### config.mk
export PLATFORM = sky130hd
export DESIGN_NAME = flash_bridge_ctrl_flat
export DESIGN_NICKNAME = d
export VERILOG_FILES = /design/src/rtl/flash_pkg.sv /design/src/rtl/flash_bridge_ctrl_if.sv /design/src/rtl/flash_edge_det.sv /design/src/rtl/flash_bridge_ctrl.sv /design/src/flat_wrapper.sv
export SDC_FILE = /design/constraint.sdc
export NUM_CORES = 1
export LEC_CHECK = 0
export CAP_MARGIN = 20
export CELL_PAD_IN_SITES_DETAIL_PLACEMENT = 0
export CELL_PAD_IN_SITES_GLOBAL_PLACEMENT = 1
export CORE_ASPECT_RATIO = 1.75
export CORE_UTILIZATION = 38
export DETAILED_ROUTE_END_ITERATION = 7
export PLACE_DENSITY = 0.93
export SYNTH_ARGS = -nofsm -noshare
export SYNTH_HDL_FRONTEND = slang
export SYNTH_SLANG_ARGS = --single-unit
export TNS_END_PERCENT = 1
### constraint.sdc
create_clock -name clk -period 3.7 [get_ports clk]
set_clock_uncertainty 0.2 [all_clocks]
set_input_delay 0.925 -clock clk [delete_from_list [all_inputs] [get_ports clk]]
set_output_delay 0.925 -clock clk [all_outputs]
set_load 0.1 [all_outputs]
### src/rtl/flash_pkg.sv
// flash_pkg: shared definitions for the flash bridge.
//   - SPI flash opcodes used by the bridge
//   - host request encodings (req_op)
//   - bridge FSM state type
//   - bit positions within the sticky err vector
package flash_pkg;

    localparam logic [7:0] OP_READ  = 8'h03;
    localparam logic [7:0] OP_FREAD = 8'h0B;
    localparam logic [7:0] OP_PP    = 8'h02;
    localparam logic [7:0] OP_WREN  = 8'h06;
    localparam logic [7:0] OP_SE    = 8'h20;
    localparam logic [7:0] OP_RDSR  = 8'h05;

    typedef enum logic [1:0] {
        ReqRead    = 2'd0,
        ReqProgram = 2'd1,
        ReqErase   = 2'd2,
        ReqStatus  = 2'd3
    } req_op_e;

    typedef enum logic [3:0] {
        StIdle,
        StWren,
        StWrenFin,
        StCmd,
        StData,
        StFinal,
        StPollCmd,
        StPollData,
        StPollFin
    } state_e;

    localparam int unsigned ERR_OVERRUN = 0;
    localparam int unsigned ERR_TIMEOUT = 1;
    localparam int unsigned ERR_PAGE    = 2;
    localparam int unsigned ERR_REJECT  = 3;

endpackage

### src/rtl/flash_bridge_ctrl_if.sv
// flash_bridge_ctrl_if: handshake bundle between the bridge and the SPI flash master.
//   master modport: bridge side (drives opcode/address/triggers/finalize, sees completions)
//   slave modport : flash master side (drives m_read, completions and m_busy)
interface flash_bridge_ctrl_if #(
    parameter int unsigned ADDR_W = 24
);
    logic [7:0]        m_opcode;
    logic [ADDR_W-1:0] m_addr;
    logic              m_addr_flag;
    logic [3:0]        m_dummy;
    logic [7:0]        m_write;
    logic [7:0]        m_read;
    logic              m_oa_trigger;
    logic              m_oa_completed;
    logic              m_data_trigger;
    logic              m_data_completed;
    logic              m_finalize;
    logic              m_busy;

    modport master (
        output m_opcode, m_addr, m_addr_flag, m_dummy, m_write,
        output m_oa_trigger, m_data_trigger, m_finalize,
        input  m_read, m_oa_completed, m_data_completed, m_busy
    );

    modport slave (
        input  m_opcode, m_addr, m_addr_flag, m_dummy, m_write,
        input  m_oa_trigger, m_data_trigger, m_finalize,
        output m_read, m_oa_completed, m_data_completed, m_busy
    );
endinterface

### src/rtl/flash_edge_det.sv
// flash_edge_det: rising-edge detector against a registered copy of the input.
//   clk, rst : clock, asynchronous active-high reset
//   d        : level input (completion flag from the flash master)
//   rise     : high in the cycle where d is 1 and was 0 on the previous edge
module flash_edge_det (
    input  logic clk,
    input  logic rst,
    input  logic d,
    output logic rise
);
    logic d_q;

    always_ff @(posedge clk or posedge rst) begin
        if (rst) begin
            d_q <= 1'b0;
        end else begin
            d_q <= d;
        end
    end

    assign rise = d & ~d_q;
endmodule

### src/rtl/flash_bridge_ctrl.sv
// flash_bridge_ctrl: turns host byte-stream requests into SPI flash command sequences.
//   Host side : req_valid/req_op/req_addr/req_ready, wr_data/wr_valid, rd_req/rd_data/rd_valid,
//               end_op, busy, sticky err[3:0] with err_clr.
//   Flash side: interface m (master modport) towards the SPI flash master.
//   PROGRAM and ERASE are preceded by WREN and followed by an RDSR poll on the WIP bit.
module flash_bridge_ctrl
    import flash_pkg::*;
#(
    parameter int unsigned ADDR_W    = 24,
    parameter bit          FAST_READ = 1'b0,
    parameter int unsigned DUMMY_CYC = 8,
    parameter int unsigned PAGE_SIZE = 256,
    parameter int unsigned POLL_MAX  = 65535
) (
    input  logic                clk,
    input  logic                rst,
    input  logic                req_valid,
    input  logic [1:0]          req_op,
    input  logic [ADDR_W-1:0]   req_addr,
    output logic                req_ready,
    input  logic [7:0]          wr_data,
    input  logic                wr_valid,
    input  logic                rd_req,
    output logic [7:0]          rd_data,
    output logic                rd_valid,
    input  logic                end_op,
    output logic                busy,
    output logic [3:0]          err,
    input  logic                err_clr,
    flash_bridge_ctrl_if.master m
);
    localparam int unsigned PW = $clog2(PAGE_SIZE) + 1;
    localparam int unsigned CW = $clog2(POLL_MAX + 1);
    localparam logic [7:0] RD_OPCODE = FAST_READ ? OP_FREAD : OP_READ;
    localparam logic [3:0] RD_DUMMY  = FAST_READ ? 4'(DUMMY_CYC) : 4'd0;

    state_e            state_q;
    req_op_e           op_q;
    logic [ADDR_W-1:0] addr_q;
    logic [7:0]        opcode_q, write_q, rd_data_q;
    logic              addr_flag_q, oa_trig_q, data_trig_q, fin_q, rd_valid_q;
    logic [3:0]        dummy_q, err_q, err_set;
    logic [PW-1:0]     cnt_q;
    logic [CW-1:0]     poll_cnt_q;
    logic              poll_done_q, end_pend_q;
    logic              oa_rise, data_rise;
    logic              is_prog, is_read, in_data, page_full, end_now, byte_ok, poll_last;

    flash_edge_det u_oa_edge (
        .clk  (clk),
        .rst  (rst),
        .d    (m.m_oa_completed),
        .rise (oa_rise)
    );

    flash_edge_det u_data_edge (
        .clk  (clk),
        .rst  (rst),
        .d    (m.m_data_completed),
        .rise (data_rise)
    );

    assign req_ready = !rst && (state_q == StIdle) && !m.m_busy;
    assign busy      = (state_q != StIdle);

    always_comb begin
        is_prog   = (op_q == ReqProgram);
        is_read   = (op_q == ReqRead) || (op_q == ReqStatus);
        in_data   = (state_q == StData);
        // Next byte would land on the first byte of the following page.
        page_full = (({1'b0, addr_q[PW-2:0]} + cnt_q) == PW'(PAGE_SIZE));
        // A pending end waits for the in-flight byte's completion edge.
        end_now   = in_data && (end_op || end_pend_q) && (!data_trig_q || data_rise);
        byte_ok   = in_data && !end_op && !end_pend_q && !data_trig_q;
        poll_last = (poll_cnt_q == CW'(POLL_MAX - 1));

        err_set              = '0;
        err_set[ERR_REJECT]  = req_valid && !req_ready;
        err_set[ERR_OVERRUN] = in_data && (wr_valid || rd_req) && data_trig_q;
        err_set[ERR_PAGE]    = byte_ok && is_prog && wr_valid && page_full;
        err_set[ERR_TIMEOUT] = (state_q == StPollData) && data_rise && m.m_read[0] && poll_last;
    end

    always_ff @(posedge clk or posedge rst) begin
        if (rst) begin
            err_q <= '0;
        end else if (err_clr) begin
            err_q <= '0;
        end else begin
            err_q <= err_q | err_set;
        end
    end

    always_ff @(posedge clk or posedge rst) begin
        if (rst) begin
            state_q     <= StIdle;
            op_q        <= ReqRead;
            addr_q      <= '0;
            opcode_q    <= 8'h00;
            addr_flag_q <= 1'b0;
            dummy_q     <= 4'd0;
            write_q     <= 8'hFF;
            oa_trig_q   <= 1'b0;
            data_trig_q <= 1'b0;
            fin_q       <= 1'b0;
            rd_data_q   <= 8'h00;
            rd_valid_q  <= 1'b0;
            cnt_q       <= '0;
            poll_cnt_q  <= '0;
            poll_done_q <= 1'b0;
            end_pend_q  <= 1'b0;
        end else begin
            rd_valid_q <= 1'b0;
            if (end_op && state_q != StIdle && state_q != StData) begin
                end_pend_q <= 1'b1;
            end
            unique case (state_q)
                StIdle: begin
                    if (req_valid && req_ready) begin
                        op_q       <= req_op_e'(req_op);
                        addr_q     <= req_addr;
                        cnt_q      <= '0;
                        poll_cnt_q <= '0;
                        end_pend_q <= 1'b0;
                        oa_trig_q  <= 1'b1;
                        dummy_q    <= 4'd0;
                        case (req_op_e'(req_op))
                            ReqRead: begin
                                opcode_q    <= RD_OPCODE;
                                addr_flag_q <= 1'b1;
                                dummy_q     <= RD_DUMMY;
                                state_q     <= StCmd;
                            end
                            ReqStatus: begin
                                opcode_q    <= OP_RDSR;
                                addr_flag_q <= 1'b0;
                                state_q     <= StCmd;
                            end
                            default: begin
                                opcode_q    <= OP_WREN;
                                addr_flag_q <= 1'b0;
                                state_q     <= StWren;
                            end
                        endcase
                    end
                end
                StWren: begin
                    if (oa_rise) begin
                        oa_trig_q <= 1'b0;
                        fin_q     <= 1'b1;
                        state_q   <= StWrenFin;
                    end
                end
                StWrenFin: begin
                    if (!m.m_busy) begin
                        fin_q       <= 1'b0;
                        opcode_q    <= is_prog ? OP_PP : OP_SE;
                        addr_flag_q <= 1'b1;
                        oa_trig_q   <= 1'b1;
                        state_q     <= StCmd;
                    end
                end
                StCmd: begin
                    if (oa_rise) begin
                        oa_trig_q <= 1'b0;
                        if (op_q == ReqErase) begin
                            fin_q   <= 1'b1;
                            state_q <= StFinal;
                        end else begin
                            state_q <= StData;
                        end
                    end
                end
                StData: begin
                    if (data_rise) begin
                        data_trig_q <= 1'b0;
                        if (is_read) begin
                            rd_data_q  <= m.m_read;
                            rd_valid_q <= 1'b1;
                        end
                    end
                    if (end_now) begin
                        fin_q      <= 1'b1;
                        end_pend_q <= 1'b0;
                        state_q    <= StFinal;
                    end else if (end_op) begin
                        end_pend_q <= 1'b1;
                    end else if (byte_ok) begin
                        if (is_read && rd_req) begin
                            data_trig_q <= 1'b1;
                        end else if (is_prog && wr_valid && !page_full) begin
                            write_q     <= wr_data;
                            data_trig_q <= 1'b1;
                            cnt_q       <= cnt_q + 1'b1;
                        end
                    end
                end
                StFinal: begin
                    if (!m.m_busy) begin
                        fin_q <= 1'b0;
                        if (op_q == ReqProgram || op_q == ReqErase) begin
                            opcode_q    <= OP_RDSR;
                            addr_flag_q <= 1'b0;
                            dummy_q     <= 4'd0;
                            oa_trig_q   <= 1'b1;
                            state_q     <= StPollCmd;
                        end else begin
                            state_q <= StIdle;
                        end
                    end
                end
                StPollCmd: begin
                    if (oa_rise) begin
                        oa_trig_q   <= 1'b0;
                        data_trig_q <= 1'b1;
                        state_q     <= StPollData;
                    end
                end
                StPollData: begin
                    if (data_rise) begin
                        data_trig_q <= 1'b0;
                        fin_q       <= 1'b1;
                        poll_done_q <= !m.m_read[0] || poll_last;
                        state_q     <= StPollFin;
                    end
                end
                StPollFin: begin
                    if (!m.m_busy) begin
                        fin_q <= 1'b0;
                        if (poll_done_q) begin
                            state_q <= StIdle;
                        end else begin
                            poll_cnt_q <= poll_cnt_q + 1'b1;
                            oa_trig_q  <= 1'b1;
                            state_q    <= StPollCmd;
                        end
                    end
                end
                default: state_q <= StIdle;
            endcase
        end
    end

    assign rd_data          = rd_data_q;
    assign rd_valid         = rd_valid_q;
    assign err              = err_q;
    assign m.m_opcode       = opcode_q;
    assign m.m_addr         = addr_q;
    assign m.m_addr_flag    = addr_flag_q;
    assign m.m_dummy        = dummy_q;
    assign m.m_write        = write_q;
    assign m.m_oa_trigger   = oa_trig_q;
    assign m.m_data_trigger = data_trig_q;
    assign m.m_finalize     = fin_q;
endmodule

### src/flat_wrapper.sv
// flat-port wrapper written by rule: the top's interface ports become plain ports
module flash_bridge_ctrl_flat import flash_pkg::*;
#(
    parameter int unsigned ADDR_W    = 24,
    parameter bit          FAST_READ = 1'b0,
    parameter int unsigned DUMMY_CYC = 8,
    parameter int unsigned PAGE_SIZE = 256,
    parameter int unsigned POLL_MAX  = 65535
)
  (clk, rst, req_valid, req_op, req_addr, req_ready, wr_data, wr_valid, rd_req, rd_data, rd_valid, end_op, busy, err, err_clr, m_m_opcode, m_m_addr, m_m_addr_flag, m_m_dummy, m_m_write, m_m_oa_trigger, m_m_data_trigger, m_m_finalize, m_m_read, m_m_oa_completed, m_m_data_completed, m_m_busy);
  flash_bridge_ctrl_if #(.ADDR_W(ADDR_W)) m_i ();
  input  logic clk;
  input  logic rst;
  input  logic req_valid;
  input  logic [1:0] req_op;
  input  logic [ADDR_W-1:0] req_addr;
  output logic req_ready;
  input  logic [7:0] wr_data;
  input  logic wr_valid;
  input  logic rd_req;
  output logic [7:0] rd_data;
  output logic rd_valid;
  input  logic end_op;
  output logic busy;
  output logic [3:0] err;
  input  logic err_clr;
  output wire logic [$bits(m_i.m_opcode)-1:0] m_m_opcode;
  output wire logic [$bits(m_i.m_addr)-1:0] m_m_addr;
  output wire logic [$bits(m_i.m_addr_flag)-1:0] m_m_addr_flag;
  output wire logic [$bits(m_i.m_dummy)-1:0] m_m_dummy;
  output wire logic [$bits(m_i.m_write)-1:0] m_m_write;
  output wire logic [$bits(m_i.m_oa_trigger)-1:0] m_m_oa_trigger;
  output wire logic [$bits(m_i.m_data_trigger)-1:0] m_m_data_trigger;
  output wire logic [$bits(m_i.m_finalize)-1:0] m_m_finalize;
  input wire logic [$bits(m_i.m_read)-1:0] m_m_read;
  input wire logic [$bits(m_i.m_oa_completed)-1:0] m_m_oa_completed;
  input wire logic [$bits(m_i.m_data_completed)-1:0] m_m_data_completed;
  input wire logic [$bits(m_i.m_busy)-1:0] m_m_busy;
  assign m_m_opcode = m_i.m_opcode;
  assign m_m_addr = m_i.m_addr;
  assign m_m_addr_flag = m_i.m_addr_flag;
  assign m_m_dummy = m_i.m_dummy;
  assign m_m_write = m_i.m_write;
  assign m_m_oa_trigger = m_i.m_oa_trigger;
  assign m_m_data_trigger = m_i.m_data_trigger;
  assign m_m_finalize = m_i.m_finalize;
  assign m_i.m_read = m_m_read;
  assign m_i.m_oa_completed = m_m_oa_completed;
  assign m_i.m_data_completed = m_m_data_completed;
  assign m_i.m_busy = m_m_busy;
  flash_bridge_ctrl #(.ADDR_W(ADDR_W), .FAST_READ(FAST_READ), .DUMMY_CYC(DUMMY_CYC), .PAGE_SIZE(PAGE_SIZE), .POLL_MAX(POLL_MAX)) u_core (.clk(clk), .rst(rst), .req_valid(req_valid), .req_op(req_op), .req_addr(req_addr), .req_ready(req_ready), .wr_data(wr_data), .wr_valid(wr_valid), .rd_req(rd_req), .rd_data(rd_data), .rd_valid(rd_valid), .end_op(end_op), .busy(busy), .err(err), .err_clr(err_clr), .m(m_i));
endmodule
==> flow_metrics.tcl <==
set metrics [dict create \
    synth_top_area_share_pct 41.9 \
    port_buffers 106 \
    maxCapViolCount 0 \
    antenna_cells 0 \
    final_layout_size_suffix_gt1_share_pct 18.8 \
    synth_seq_cells 88 \
    period_needed_ps 3290 \
    final_hold_viol_count 0 \
    post-cts-setup-buffers 0 \
    place_ws_ps 422 \
    cts.sinks 88 \
    grtUsageTotal_pct 19.7 \
    nNetsFinal 681 \
    pwr-share-seq_pct 27.4 \
    slew_headroom_pct 52.4 \
    async_flop_share_pct 100 \
    dr_wl_met2_mm 7.03 \
    clk_pin_slew_ps 70 \
    intPower_uw 2490 \
    die-area_um2 13000 \
    grt_pass1_vias 4009 \
    grt_max_degree 42 \
    ys.flop_type "dfrtp_1" \
    tightest_slew_ps 709 \
    overflow 0 \
    antenna_found_initial 0 \
    clock_latency_ps 340 \
    power_frac_clock_pct 15.7 \
    holdPathStages 2 \
    crit_fanout 10 \
    cts_tree "done" \
    crit_arrival_ps 2160 \
    worstPathRequired_ps 2570 \
    top_layer_used "met4" \
    syn-cell-area_um2 4780 \
    final_max_slew_viol_count 0 \
    syn_to_final_growth_pct 28.8 \
    start_util_pct 39.4 \
    ctsHoldBuffers 0 \
    synthCells 511 \
    die-height_um 150 \
    worst-setup-path-type "in -> out" \
    place_congestion 0.877 \
    start_kind "input port" \
    via_per_inst 5.16 \
    numCtsBuffers 9 \
    avgSynthCellArea_um2 9.35 \
    ir_drop_uv 505 \
    p_sw_uw 3080 \
    drt_wl_total_mm 12.6 \
    synth.largest_area_cell "dfrtp_1" \
    hp-class "reg -> reg" \
    routed-wl-met3_um 429 \
    htreeDepth 3 \
    drt-initial-drc-count 190 \
    p_comb_share_pct 56.9 \
    synthDistinctLibCells 65 \
    swShare_pct 55.2 \
    cts_resized 0 \
    wirelength_met1_mm 4.71 \
    synthTopCellsByArea "dfrtp_1 42%, nand2_1 9.0%, dfstp_2 4.4%, ha_1 4.2%, mux2_2 3.8%" \
    fin_ws_ps 411 \
    drc 0 \
    p_leak_uw 0.00292 \
    ant_nets 0 \
    dp_hpwl_mm 9.71 \
    vias 4032 \
    end_kind "primary output" \
    yosysWarnings 0 \
    grt_pass1_wl_mm 19.6 \
    rr_worst_depth 8 \
    synth_edf_count 0 \
    cts-root-buf "clkbuf_16" \
    setup_viol 0 \
    fin_crit_sh_pct 88.9 \
    wl_per_cell_um 16.2 \
    clk_path_buf_depth 2 \
    core.rowCount 53 \
    status "complete, no violations" \
    rsz0062_at_grt "no" \
    core_um2 12100 \
    setup_tns_ps 0 \
    power_density_nw_per_um2 905 \
    synth_seq_area_share_pct 46.3 \
    floorplan.io_pins 115 \
    drt-pass1-iter-count 4 \
    fp.dieW_um 86.8 \
    fmax_mhz 304 \
]
## state kept, by name, summed over array words and instances, names as in the netlist, 2 cells and up
register / cells
u_core.err: 4
u_core.rd_data: 8
u_core.poll_cnt_q: 16
u_core.cnt_q: 9
u_core.m.m_addr: 24
u_core.m.m_opcode: 4
u_core.m.m_write: 8
u_core.op_q: 2
u_core.state_q: 4
## power by group through the flow
stage | Combinational (uW) | Sequential (uW) | Clock, uW
floorplan | 1020 | 2960 | 0
global placement | 3140 | 1530 | 0
detailed placement | 3170 | 1540 | 0
CTS | 3180 | 1530 | 891
global route | 3330 | 1560 | 928
finish | 3170 | 1530 | 874
## worst max-delay path, stage by stage
cell             delay [ps]
clkdlybuf4s50_1         620
nor3_4                  400
buf_12                  220
## synthesized netlist by cell type, types with 3 or more instances
library cell	n
nand2_1	114
dfrtp_1	80
nor2_1	33
a21oi_1	26
o21ai_0	18
inv_1	17
ha_1	16
mux2_2	16
nand2b_1	14
buf_2	12
mux2i_1	11
nand3_1	10
and3_1	9
buf_4	9
nor2b_1	9
xor2_1	9
dfstp_2	8
nand4_1	8
clkbuf_1	6
a21o_1	5
a31oi_1	5
mux2_1	4
nor3_1	4
o31ai_1	4
xnor2_1	4
and2_1	3
buf_1	3
nand3b_1	3
nor3_2	3
nor3b_1	3
o21a_1	3
## layout make-up
cell class                 count  area, um2
timing repair buffer         113       1010
fill                        1126       5980
multi-input combinational    383       2370
sequential                    88       2210
inverter                      17       65.1
clock inverter                 5       41.3
tap                          165        206
clock buffer                  11        243
## cell families after synthesis
family | after synthesis | synth area share, %
adder cells (fa/ha/maj) | 17 | 4.61
XOR/XNOR | 13 | 2.38
AND/OR/NAND/NOR | 225 | 22.6
buffers and inverters | 47 | 4.71
flip-flops | 88 | 46.3
other | 1 | 0.0785
AO/OA/AOI/OAI | 89 | 12.3
multiplexers | 31 | 7.02
## final timing paths
| path | from | to | slack (ps) |
|---|---|---|---|
| max | m_m_busy | req_ready | 410 |
| min | u_core.m.m_addr[13] | u_core.m.m_addr[13] | 280 |
| max reg2reg | u_core.cnt_q[0] | u_core.m.m_write[2] | 730 |
| min reg2reg | u_core.m.m_addr[13] | u_core.m.m_addr[13] | 280 |
| max in group asynchronous | rst | u_core.cnt_q[8] | 1810 |
| min in group asynchronous | rst | u_core.op_q[1] | 890 |
## routing by layer
metal / track usage (%) / vias to the layer above
li1: - / 1940
met4: 10.7 / 0
met2: 36.6 / 119
met3: 3.18 / 31
met1: 20.7 / 1942
met5: 0 / -
## stage by stage
step	cells	total power [uW]	hold slack (ps)	area (um2)	util [%]
global placement	766	4670	259	5870	48.4
finish	782	5570	278	6160	50.7
CTS	782	5600	281	6160	50.7
detailed placement	766	4720	264	5870	48.4
global route	782	5820	308	6160	50.7
floorplan	518	3980	270	4810	-
## layout by cell type, fill, tap and decap left out, types with 3 or more instances in the layout
cell / synthesis / final
nand2b_1: 14 / 14
o31ai_1: 4 / 4
nor2_1: 33 / 33
a21o_1: 5 / 5
mux2_1: 4 / 4
dfrtp_1: 80 / 80
a21oi_1: 26 / 26
buf_12: 0 / 3
and2_1: 3 / 3
ha_1: 16 / 16
buf_4: 9 / 59
nor3_1: 4 / 4
inv_1: 17 / 16
nand3b_1: 3 / 3
nand4_1: 8 / 8
nand3_1: 10 / 10
o21a_1: 3 / 3
nand2_1: 114 / 114
and3_1: 9 / 9
dfstp_2: 8 / 8
clkbuf_16: 0 / 9
mux2i_1: 11 / 11
nor2b_1: 9 / 9
a31oi_1: 5 / 5
mux2_2: 16 / 16
xnor2_1: 4 / 4
nor3b_1: 3 / 3
conb_1: 1 / 8
clkdlybuf4s50_1: 0 / 51
o21ai_0: 18 / 18
xor2_1: 9 / 9
(Power assumes the default switching activity.)
